==> src/rtl/mem_access_pkg.sv <==
// Shared types for the memory-stage access unit and the load sign extender.
package mem_access_pkg;

  // Access-size encodings; 101-111 are illegal and fault on acceptance.
  typedef enum logic [2:0] {
    CtrlWord  = 3'b000,
    CtrlHalf  = 3'b001,
    CtrlByte  = 3'b010,
    CtrlHalfU = 3'b011,
    CtrlByteU = 3'b100
  } mem_ctrl_t;

  typedef enum logic [1:0] {
    StIdle = 2'd0,
    StReq  = 2'd1,
    StWait = 2'd2
  } lsu_state_t;

endpackage

==> src/rtl/data_mem_access_unit_if.sv <==
// Pipeline request/response and data-memory port bundle for data_mem_access_unit.
interface data_mem_access_unit_if;

  logic        req_valid;
  logic        req_ready;
  logic        req_we;
  logic [2:0]  req_ctrl;
  logic [31:0] req_addr;
  logic [31:0] req_wdata;

  logic        resp_valid;
  logic [31:0] resp_data;
  logic [2:0]  resp_ctrl;
  logic        resp_misaligned;
  logic        resp_bus_err;

  logic        mem_req;
  logic        mem_we;
  logic [31:0] mem_addr;
  logic [3:0]  mem_be;
  logic [31:0] mem_wdata;
  logic        mem_gnt;
  logic        mem_rvalid;
  logic [31:0] mem_rdata;

  // The access unit's view.
  modport slave (
    input  req_valid, req_we, req_ctrl, req_addr, req_wdata,
    input  mem_gnt, mem_rvalid, mem_rdata,
    output req_ready,
    output resp_valid, resp_data, resp_ctrl, resp_misaligned, resp_bus_err,
    output mem_req, mem_we, mem_addr, mem_be, mem_wdata
  );

  // The pipeline-plus-memory environment's view.
  modport master (
    output req_valid, req_we, req_ctrl, req_addr, req_wdata,
    output mem_gnt, mem_rvalid, mem_rdata,
    input  req_ready,
    input  resp_valid, resp_data, resp_ctrl, resp_misaligned, resp_bus_err,
    input  mem_req, mem_we, mem_addr, mem_be, mem_wdata
  );

endinterface

==> src/rtl/mem_lane_steer.sv <==
// Byte-lane steering: legality check, byte enables, store replication and load alignment.
module mem_lane_steer
  import mem_access_pkg::*;
(
  input  logic [2:0]  ctrl_i,
  input  logic        we_i,
  input  logic [1:0]  off_i,
  input  logic [31:0] wdata_i,
  input  logic [31:0] rdata_i,
  output logic        fault_o,
  output logic [3:0]  be_o,
  output logic [31:0] wdata_o,
  output logic [31:0] rdata_o
);

  logic [31:0] shifted;

  always_comb begin
    shifted = rdata_i >> {off_i, 3'b000};
    fault_o = 1'b0;
    be_o    = 4'b1111;
    wdata_o = wdata_i;
    rdata_o = shifted;
    case (ctrl_i)
      CtrlWord: begin
        fault_o = (off_i != 2'b00);
      end
      CtrlHalf, CtrlHalfU: begin
        // Unsigned variants only make sense for loads.
        fault_o = off_i[0] | (we_i & (ctrl_i == CtrlHalfU));
        be_o    = 4'b0011 << off_i;
        wdata_o = {2{wdata_i[15:0]}};
        rdata_o = {16'h0000, shifted[15:0]};
      end
      CtrlByte, CtrlByteU: begin
        fault_o = we_i & (ctrl_i == CtrlByteU);
        be_o    = 4'b0001 << off_i;
        wdata_o = {4{wdata_i[7:0]}};
        rdata_o = {24'h000000, shifted[7:0]};
      end
      default: begin
        fault_o = 1'b1;
      end
    endcase
  end

endmodule

==> src/rtl/data_mem_access_unit.sv <==
// Memory-stage load/store unit: alignment check, word-addressed memory port, timeout.
module data_mem_access_unit
  import mem_access_pkg::*;
#(
  parameter int unsigned Timeout = 255
) (
  input logic                   clk_i,
  input logic                   reset_i,
  data_mem_access_unit_if.slave bus
);

  lsu_state_t  state_q;
  logic [31:0] cnt_q;
  logic [2:0]  ctrl_q;
  logic [1:0]  off_q;
  logic        we_q;

  logic        mem_req_q;
  logic        mem_we_q;
  logic [31:0] mem_addr_q;
  logic [3:0]  mem_be_q;
  logic [31:0] mem_wdata_q;

  logic        resp_valid_q;
  logic [31:0] resp_data_q;
  logic [2:0]  resp_ctrl_q;
  logic        resp_mis_q;
  logic        resp_err_q;

  logic        idle;
  logic        timeout_hit;
  logic        done;
  logic        bus_err;

  logic [2:0]  steer_ctrl;
  logic        steer_we;
  logic [1:0]  steer_off;
  logic        steer_fault;
  logic [3:0]  steer_be;
  logic [31:0] steer_wdata;
  logic [31:0] steer_rdata;

  assign idle        = (state_q == StIdle);
  assign timeout_hit = (Timeout != 0) && ((cnt_q + 32'd1) == Timeout);

  // Steer from the live request while idle, from the latched access otherwise.
  assign steer_ctrl = idle ? bus.req_ctrl       : ctrl_q;
  assign steer_we   = idle ? bus.req_we         : we_q;
  assign steer_off  = idle ? bus.req_addr[1:0]  : off_q;

  mem_lane_steer u_steer (
    .ctrl_i  (steer_ctrl),
    .we_i    (steer_we),
    .off_i   (steer_off),
    .wdata_i (bus.req_wdata),
    .rdata_i (bus.mem_rdata),
    .fault_o (steer_fault),
    .be_o    (steer_be),
    .wdata_o (steer_wdata),
    .rdata_o (steer_rdata)
  );

  // Completion of an in-flight access, either normally or by timeout.
  always_comb begin
    done    = 1'b0;
    bus_err = 1'b0;
    case (state_q)
      StReq: begin
        done    = (bus.mem_gnt && (we_q || bus.mem_rvalid)) || (!bus.mem_gnt && timeout_hit);
        bus_err = !bus.mem_gnt && timeout_hit;
      end
      StWait: begin
        done    = bus.mem_rvalid || timeout_hit;
        bus_err = !bus.mem_rvalid && timeout_hit;
      end
      default: ;
    endcase
  end

  always_ff @(posedge clk_i or posedge reset_i) begin
    if (reset_i) begin
      state_q      <= StIdle;
      cnt_q        <= '0;
      ctrl_q       <= '0;
      off_q        <= '0;
      we_q         <= 1'b0;
      mem_req_q    <= 1'b0;
      mem_we_q     <= 1'b0;
      mem_addr_q   <= '0;
      mem_be_q     <= '0;
      mem_wdata_q  <= '0;
      resp_valid_q <= 1'b0;
      resp_data_q  <= '0;
      resp_ctrl_q  <= '0;
      resp_mis_q   <= 1'b0;
      resp_err_q   <= 1'b0;
    end else begin
      resp_valid_q <= 1'b0;
      cnt_q        <= cnt_q + 32'd1;
      case (state_q)
        StIdle: begin
          if (bus.req_valid) begin
            if (steer_fault) begin
              resp_valid_q <= 1'b1;
              resp_data_q  <= '0;
              resp_ctrl_q  <= bus.req_ctrl;
              resp_mis_q   <= 1'b1;
              resp_err_q   <= 1'b0;
            end else begin
              ctrl_q      <= bus.req_ctrl;
              off_q       <= bus.req_addr[1:0];
              we_q        <= bus.req_we;
              mem_req_q   <= 1'b1;
              mem_we_q    <= bus.req_we;
              mem_addr_q  <= {bus.req_addr[31:2], 2'b00};
              mem_be_q    <= steer_be;
              mem_wdata_q <= steer_wdata;
              cnt_q       <= '0;
              state_q     <= StReq;
            end
          end
        end
        StReq, StWait: begin
          if (done) begin
            resp_valid_q <= 1'b1;
            resp_data_q  <= (bus_err || we_q) ? 32'h0 : steer_rdata;
            resp_ctrl_q  <= ctrl_q;
            resp_mis_q   <= 1'b0;
            resp_err_q   <= bus_err;
            mem_req_q    <= 1'b0;
            mem_we_q     <= 1'b0;
            state_q      <= StIdle;
          end else if ((state_q == StReq) && bus.mem_gnt) begin
            mem_req_q <= 1'b0;
            mem_we_q  <= 1'b0;
            cnt_q     <= '0;
            state_q   <= StWait;
          end
        end
        default: state_q <= StIdle;
      endcase
    end
  end

  assign bus.req_ready       = idle;
  assign bus.resp_valid      = resp_valid_q;
  assign bus.resp_data       = resp_data_q;
  assign bus.resp_ctrl       = resp_ctrl_q;
  assign bus.resp_misaligned = resp_mis_q;
  assign bus.resp_bus_err    = resp_err_q;
  assign bus.mem_req         = mem_req_q;
  assign bus.mem_we          = mem_we_q;
  assign bus.mem_addr        = mem_addr_q;
  assign bus.mem_be          = mem_be_q;
  assign bus.mem_wdata       = mem_wdata_q;

endmodule

==> src/flat_wrapper.sv <==
// flat-port wrapper written by rule: the top's interface ports become plain ports
module data_mem_access_unit_flat import mem_access_pkg::*;
#(
  parameter int unsigned Timeout = 255
)
  (clk_i, reset_i, bus_req_valid, bus_req_we, bus_req_ctrl, bus_req_addr, bus_req_wdata, bus_mem_gnt, bus_mem_rvalid, bus_mem_rdata, bus_req_ready, bus_resp_valid, bus_resp_data, bus_resp_ctrl, bus_resp_misaligned, bus_resp_bus_err, bus_mem_req, bus_mem_we, bus_mem_addr, bus_mem_be, bus_mem_wdata);
  data_mem_access_unit_if bus_i ();
  input logic clk_i;
  input logic reset_i;
  input wire logic [$bits(bus_i.req_valid)-1:0] bus_req_valid;
  input wire logic [$bits(bus_i.req_we)-1:0] bus_req_we;
  input wire logic [$bits(bus_i.req_ctrl)-1:0] bus_req_ctrl;
  input wire logic [$bits(bus_i.req_addr)-1:0] bus_req_addr;
  input wire logic [$bits(bus_i.req_wdata)-1:0] bus_req_wdata;
  input wire logic [$bits(bus_i.mem_gnt)-1:0] bus_mem_gnt;
  input wire logic [$bits(bus_i.mem_rvalid)-1:0] bus_mem_rvalid;
  input wire logic [$bits(bus_i.mem_rdata)-1:0] bus_mem_rdata;
  output wire logic [$bits(bus_i.req_ready)-1:0] bus_req_ready;
  output wire logic [$bits(bus_i.resp_valid)-1:0] bus_resp_valid;
  output wire logic [$bits(bus_i.resp_data)-1:0] bus_resp_data;
  output wire logic [$bits(bus_i.resp_ctrl)-1:0] bus_resp_ctrl;
  output wire logic [$bits(bus_i.resp_misaligned)-1:0] bus_resp_misaligned;
  output wire logic [$bits(bus_i.resp_bus_err)-1:0] bus_resp_bus_err;
  output wire logic [$bits(bus_i.mem_req)-1:0] bus_mem_req;
  output wire logic [$bits(bus_i.mem_we)-1:0] bus_mem_we;
  output wire logic [$bits(bus_i.mem_addr)-1:0] bus_mem_addr;
  output wire logic [$bits(bus_i.mem_be)-1:0] bus_mem_be;
  output wire logic [$bits(bus_i.mem_wdata)-1:0] bus_mem_wdata;
  assign bus_i.req_valid = bus_req_valid;
  assign bus_i.req_we = bus_req_we;
  assign bus_i.req_ctrl = bus_req_ctrl;
  assign bus_i.req_addr = bus_req_addr;
  assign bus_i.req_wdata = bus_req_wdata;
  assign bus_i.mem_gnt = bus_mem_gnt;
  assign bus_i.mem_rvalid = bus_mem_rvalid;
  assign bus_i.mem_rdata = bus_mem_rdata;
  assign bus_req_ready = bus_i.req_ready;
  assign bus_resp_valid = bus_i.resp_valid;
  assign bus_resp_data = bus_i.resp_data;
  assign bus_resp_ctrl = bus_i.resp_ctrl;
  assign bus_resp_misaligned = bus_i.resp_misaligned;
  assign bus_resp_bus_err = bus_i.resp_bus_err;
  assign bus_mem_req = bus_i.mem_req;
  assign bus_mem_we = bus_i.mem_we;
  assign bus_mem_addr = bus_i.mem_addr;
  assign bus_mem_be = bus_i.mem_be;
  assign bus_mem_wdata = bus_i.mem_wdata;
  data_mem_access_unit #(.Timeout(Timeout)) u_core (.clk_i(clk_i), .reset_i(reset_i), .bus(bus_i));
endmodule
==> config.mk <==
export PLATFORM = sky130hd
export DESIGN_NAME = data_mem_access_unit_flat
export DESIGN_NICKNAME = d
export VERILOG_FILES = /design/src/rtl/mem_access_pkg.sv /design/src/rtl/data_mem_access_unit_if.sv /design/src/rtl/mem_lane_steer.sv /design/src/rtl/data_mem_access_unit.sv /design/src/flat_wrapper.sv
export SDC_FILE = /design/constraint.sdc
export NUM_CORES = 1
export LEC_CHECK = 0
export CAP_MARGIN = 0
export CORE_UTILIZATION = 44
export CTS_CLUSTER_DIAMETER = 60
export DETAILED_ROUTE_END_ITERATION = 7
export PLACE_DENSITY = 0.7
export SLEW_MARGIN = 10
export SYNTH_ARGS = -nofsm -noshare
export SYNTH_HDL_FRONTEND = slang
export SYNTH_HIERARCHICAL = 1
export SYNTH_SLANG_ARGS = --single-unit
==> constraint.sdc <==
create_clock -name clk_i -period 5.46 [get_ports clk_i]
set_input_delay 0.819 -clock clk_i [delete_from_list [all_inputs] [get_ports clk_i]]
set_output_delay 0.819 -clock clk_i [all_outputs]
set_load 0.05 [all_outputs]
======== Word level (Yosys, flattened, before mapping) ========
Cells that the tools add are included.
storage, ports and cells
  input port bits ......................... 105
  register bits ........................... 146
  bits in latches ......................... 0
  output and inout bits ................... 109
  logic and storage cells ................. 104
  bits in read-only memories .............. 0
  bits in writable memories ............... 0
  memories ................................ 0
cells by class
  order comparisons ....................... 0
  add/sub/neg operators ................... 1
  bitwise logic cells ..................... 4
  eq/ne operators ......................... 12
  multiply operators ...................... 0
  shift-type cells ........................ 3
  reductions and logical operators ........ 21
  multiplexer cells ....................... 48
  div/mod/pow operators ................... 0
operator list
  operator                                                                 number
  32-bit two-way mux                                                       8
  32-bit case mux with 2 select lines                                      4
  32-bit by 1-bit adder with 32-bit output (second input constant)         1
  32-bit by 8-bit equality test with 1-bit output (second input constant)  1
  32-bit by 5-bit right shift with 32-bit output                           1
  1-bit two-way mux                                                        16
  1-bit case mux with 2 select lines                                       7
  3-bit two-way mux                                                        4
  2-bit two-way mux                                                        5
  4-bit case mux with 2 select lines                                       1
  4-bit AND reduction                                                      2
  3-bit by 2-bit equality test with 1-bit output (second input constant)   2
  2-bit != test (second input constant)                                    3
  3-bit case mux with 2 select lines                                       1
  3-bit AND reduction                                                      2
  2-bit OR reduction                                                       3
  1-bit logical AND                                                        4
  1-bit logical OR                                                         4
  2-bit case mux with 2 select lines                                       1
  2-bit nonzero test                                                       2
  1-bit by 2-bit << shifter with 4-bit output (first input constant)       1
  2-bit by 2-bit << shifter with 4-bit output (first input constant)       1
  3-bit by 1-bit equality test with 1-bit output (second input constant)   1
  3-bit equality test (second input constant)                              1
  other kinds (11)                                                         13

======== Depth between registers and ports, before layout ========
  depth after elaboration ................. 9
  mapped depth ............................ 15
  mapped depth without buffers ............ 11

======== Hierarchy ========
The synthesis kept the hierarchy.
by module, submodules not included
  module                times used  area each (um2)  seq. area each (um2)  cells each
  data_mem_access_unit  1           7,123.1          3,653.5               593
  mem_lane_steer        1           1,351.3          0.0                   196

======== Worst setup path after synthesis ========
Ideal clock, no wire load.
  path kind ............................... register to register
  start ................................... register u_core.state_q[0]
  end ..................................... register u_core.mem_addr_q[26], in the netlist u_core/bus.mem_addr[26]
  setup time .............................. 125 ps
  buffers on the path ..................... 6
  setup slack ............................. 1,439 ps
  period minus slack after synthesis ...... 4,021 ps
  arrival ................................. 3,896 ps
  cell stages (with the launch flop) ...... 15
  required time ........................... 5,335 ps
  cell sequence ........................... dfrtp_1 > inv_1 > ha_1 > clkbuf_1 > mux2_2 > buf_2 > clkbuf_1 > buf_2 > nor3b_1 > nor3_1 > inv_1 > nand3_1 > clkbuf_1 > clkbuf_1 > mux2_2
between the ends
  longest elaborated chain between the ends .. 8
  elaborated cells on any way between the ends .. 18
  those cells by class .................... 4 x eq/ne; 4 x mux; 4 x bitwise; 6 x reduce/logical
ends and longest elaborated chain
  element                                         line                                        source
  start, declared                                 data_mem_access_unit.sv:12                  lsu_state_t state_q;
  start signal, assigned                          data_mem_access_unit.sv:82                  state_q <= StIdle;
  start signal, assigned                          data_mem_access_unit.sv:119                 state_q <= StReq;
  start signal, assigned                          data_mem_access_unit.sv:132                 state_q <= StIdle;
  2-bit zero test (*)                             data_mem_access_unit.sv:43                  assign idle = (state_q == StIdle);
  via bus_req_ready                               flat_wrapper.sv:18                          output wire logic [$bits(bus_i.req_ready)-1:0] bus_req_ready;
  3-bit two-way mux (*)                           data_mem_access_unit.sv:47                  assign steer_ctrl = idle ? bus.req_ctrl : ctrl_q;
  via u_core.steer_ctrl[2]                        data_mem_access_unit.sv:35                  logic [2:0] steer_ctrl;
  3-bit by 2-bit equality test with 1-bit output  mem_lane_steer.sv:24, mem_lane_steer.sv:30
  1-bit AND                                       mem_lane_steer.sv:30                        fault_o = off_i[0] | (we_i & (ctrl_i == CtrlHalfU));
  1-bit OR                                        mem_lane_steer.sv:30
  1-bit case mux with 3 select lines (*)          mem_lane_steer.sv:24                        case (ctrl_i)
  via u_core.steer_fault                          data_mem_access_unit.sv:38                  logic steer_fault;
  1-bit NOT (no line) (*)                         --
  3-bit AND reduction (no line) (*)               --
  end signal, assigned                            data_mem_access_unit.sv:115                 mem_addr_q <= {bus.req_addr[31:2], 2'b00};
  end, declared                                   data_mem_access_unit.sv:20                  logic [31:0] mem_addr_q;
Mark *: on every way through the listed nets, which the timed path passes. The rest lies on a longest branch.
A chain may end at the register's enable or synchronous reset.

======== Worst setup path after layout ========
  start ................................... register u_core.state_q[1]
  end ..................................... register u_core.mem_wdata_q[14], in the netlist u_core/bus.mem_wdata[14]
between the ends
  elaborated cells on any way between the ends .. 19
  those cells by class .................... 4 x eq/ne; 5 x mux; 4 x bitwise; 6 x reduce/logical
RTL lines
  element                                                line                                        source
  2-bit zero test (*)                                    data_mem_access_unit.sv:43
  2-bit two-way mux (*)                                  data_mem_access_unit.sv:49                  assign steer_off = idle ? bus.req_addr[1:0] : off_q;
  via u_core.steer_off[0]                                data_mem_access_unit.sv:37                  logic [1:0] steer_off;
  1-bit OR / 2-bit nonzero test (equally long branches)  mem_lane_steer.sv:30, mem_lane_steer.sv:26
  1-bit case mux with 3 select lines (*)                 mem_lane_steer.sv:24
  via u_core.steer_fault                                 data_mem_access_unit.sv:38
  1-bit NOT (no line) (*)                                --
  3-bit AND reduction (no line) (*)                      --
  end signal, assigned                                   data_mem_access_unit.sv:117                 mem_wdata_q <= steer_wdata;
  end, declared                                          data_mem_access_unit.sv:22                  logic [31:0] mem_wdata_q;
Marks and branches as above.

==> summary.txt <==
STA
  • Final hold vios: 0
  • Clock Skew: 0.00809 ns
  • Tcrit/Tclk final: 0.758
  • RSZ-0062 raised after global routing: no
  • Slew Viols, Final: 0
  • Final Setup Violations: 0
  • Worst slew pin tran: 0.973 ns
  • Slew margin rel.: 0.351
  • Setup_tns: 0 ns
  • Fmax: 0.242 GHz
  • Min Tclk post-route: 4.14 ns

Critical path
  • Worst reg2reg path depth: 9
  • Crit-path slowest cell: mux2_2
  • Critical Path AT: 4.43 ns
  • Setup CP Type: flip-flop to flip-flop
  • Cells along the critical path: inv_1 > ha_1 > mux2_2 > a2111oi_0 > nor3_1 > inv_1 > nand3_4 > buf_4 > mux2_2
  • Req. time, crit path: 5.76 ns
  • Critical path startpoint category: flip-flop
  • Largest stage delay, worst path: 0.79 ns
  • Worst-path fanout max: 56
  • CP endpoint kind: flip-flop

Synthesis
  • Cell Area, Synth: 8470 um2
  • Avg Cell Area, Syn: 10.7 um2
  • Cells after synthesis: 789
  • Sequential element share of the synthesized area: 0.431
  • Fraction of registers with async set/reset: 1.00
  • YS warnings: 6
  • Most used DFF post-synth: dfrtp_1
  • Post-synth EDFFs: 0
  • Number of distinct library cells after synthesis: 69
  • Area leader, netlist: dfrtp_1
  • Synthesized flop and latch total: 146
  • Post-synth top area share: 0.431
  • Synth area leaders: dfrtp_1 (43%), mux2_2 (11%), o2bb2ai_2 (5.3%)

Hold path
  • Tightest Hold Check Type: flip-flop to flip-flop
  • Hold Path Cell Cnt: 1

Routing
  • Vias per inst: 5.63
  • Routed wire per std cell: 18.5 um
  • Via count: 6773
  • DR iter-0 viols: 543
  • DRC viols: 0
  • Drt pass-1 iters: 5
  • Post-Route WL: 22300 um
  • Post-route ant nets: 0

Place
  • IO buf count: 211
  • Placed insts: 1173
  • Final Wtd Congestion: 0.849
  • Post-detail-place hpwl: 15400 um
  • Post-Place Cell Area: 10600 um2

Cells and area
  • Ant diodes: 0
  • Commonest cells after routing, fill and taps aside: clkdlybuf4s50_1 (211), dfrtp_1 (146), mux2_2 (85)
  • Fin nets: 1069
  • Fin area: 11100 um2
  • Fraction of layout cells with a size suffix above 1: 0.202
  • Area of the multi-input gates: 4340 um2
  • Fin cells: 1204
  • Fill cells: 1591
  • Commonest non-fill, non-tap cell in the layout: clkdlybuf4s50_1
  • Storage cell area: 3650 um2
  • Area growth syn-to-layout: 31.2%

Global route
  • Initial antenna violation count: 0
  • First-pass GRT wire length: 35800 um
  • Total grt overflow: 0
  • Pin count of the biggest net entering global routing: 70
  • Global Route Usage Sum: 0.229
  • Vias in the first global route: 6765

Power and ir drop
  • Sw power: 3.16 mW
  • Pwr Density: 603 nW/um2
  • Internal Pwr Total: 3.54 mW
  • Clock power frac: 0.169
  • Logic pwr share: 0.587
  • Leakage: 4.32 nW
  • Switching share of power: 0.472
  • Sequential power share: 0.244
  • Peak supply drop: 0.421 mV

Die
  • I/O pins: 214
  • Number of rows in the core area: 50
  • Die X: 141 um
  • Initial Utilization: 0.452
  • Core area: 18800 um2
  • Total die area: 19800 um2
  • DIE HEIGHT: 141 um

Flow run
  • # Max-Cap Violations: 0

Clocking
  • CTS Sinks: 146
  • Num CTS Buffers: 17
  • Clk buf depth: 2
  • Hold buffer count at cts: 0
  • H-tree Lvls: 4
  • Clk_lat worst skew: 0.42 ns
  • Clk pin slew, worst setup/hold paths: 0.06 ns
  • Post-cts resize count: 0
  • CTS tree: done
  • Postcts setup bufs: 0
  • Clock root cell: clkbuf_16

Run status
  • Status: finished clean
worst max-delay path, delay by kind of cell, from the launching register on:
family	cells	cell delay (ns)
mux	2	1.21
buf+inv	3	0.93
simple gates	2	0.72
fa+ha+maj	1	0.57
flops	1	0.41
compound gates	1	0.13
stage by stage:
step	power [mW]	setup WS [ns]	hold slack, ns	utilization
2_1_floorplan	4.55	0.718	0.475	-
3_3_place_gp	5.53	1.29	0.480	0.562
3_5_place_dp	5.58	1.23	0.479	0.562
4_1_cts	6.74	1.30	0.505	0.593
5_1_grt	7.05	1.05	0.521	0.593
6_report	6.70	1.32	0.502	0.593
path summary, 6_finish.rpt:
path                                                  from  slack, ns                          to
worst min register to register  u_core/bus.resp_misaligned       0.50  u_core/bus.resp_misaligned
min in group asynchronous                          reset_i       0.87     u_core/bus.mem_addr[12]
max in group asynchronous                          reset_i       3.61    u_core/bus.mem_wdata[30]
worst max-delay path                     u_core/state_q[1]       1.32    u_core/bus.mem_wdata[14]
worst max register to register           u_core/state_q[1]       1.32    u_core/bus.mem_wdata[14]
worst min-delay path            u_core/bus.resp_misaligned       0.50  u_core/bus.resp_misaligned
sequential cells by signal (all words and copies together) (netlist names), 2 cells and up:
signal and flops:
u_core/cnt_q 32, u_core/off_q 2, u_core/ctrl_q 3, u_core/bus.mem_be 4, u_core/bus.mem_addr 30, u_core/bus.resp_data 32, u_core/bus.resp_ctrl 3, u_core/bus.mem_wdata 32
u_core/state_q 2
power by group through the flow:
stage	combinational, mW	clock (mW)	sequential, mW
floorplan	1.92	0	2.63
CTS	3.94	1.16	1.64
global route	4.17	1.20	1.68
finish	3.93	1.13	1.64
global placement	3.89	0	1.64
detailed placement	3.93	0	1.65
cells by family (layout without fill, tap and decap cells):
group           after synthesis  count (layout)  share of synthesized area
xor+xnor                     29              29                     0.0300
buf+inv                      93             273                     0.0595
mux                         112             112                      0.150
other cells                   1               2                   0.000443
fa+ha+maj                     6               6                    0.00886
flops                       146             146                      0.431
simple gates                230             230                      0.153
compound gates              172             172                      0.167
cell usage after synthesis, types with 13 or more instances:
library cell,n
mux2_2,85
xnor2_1,25
mux2i_1,19
nor2_1,13
a21oi_1,48
nor3_1,21
dfrtp_1,146
nand4_1,13
buf_2,13
inv_1,21
nand3_1,49
clkbuf_1,32
or2_2,14
o2bb2ai_2,30
buf_6,13
nor2b_1,18
nand2_1,40
o21ai_0,24
a211oi_1,17
routing by layer:
layer	vias up	GRT usage	share of wire
met5	-	0	0
met4	0	0.0738	0.014
met3	20	0.0740	0.077
met2	221	0.371	0.48
met1	3311	0.291	0.43
li1	3221	-	-
layout make-up:
| class | instances | share of cell area |
|---|---|---|
| Clock buffer | 18 | 0.0386 |
| Clock inverter | 13 | 0.0126 |
| Inverter | 21 | 0.00754 |
| Multi-Input combinational cell | 551 | 0.390 |
| Sequential cell | 146 | 0.328 |
| Tap cell | 234 | 0.0263 |
| Timing Repair Buffer | 221 | 0.197 |
(Power assumes the default switching activity.)
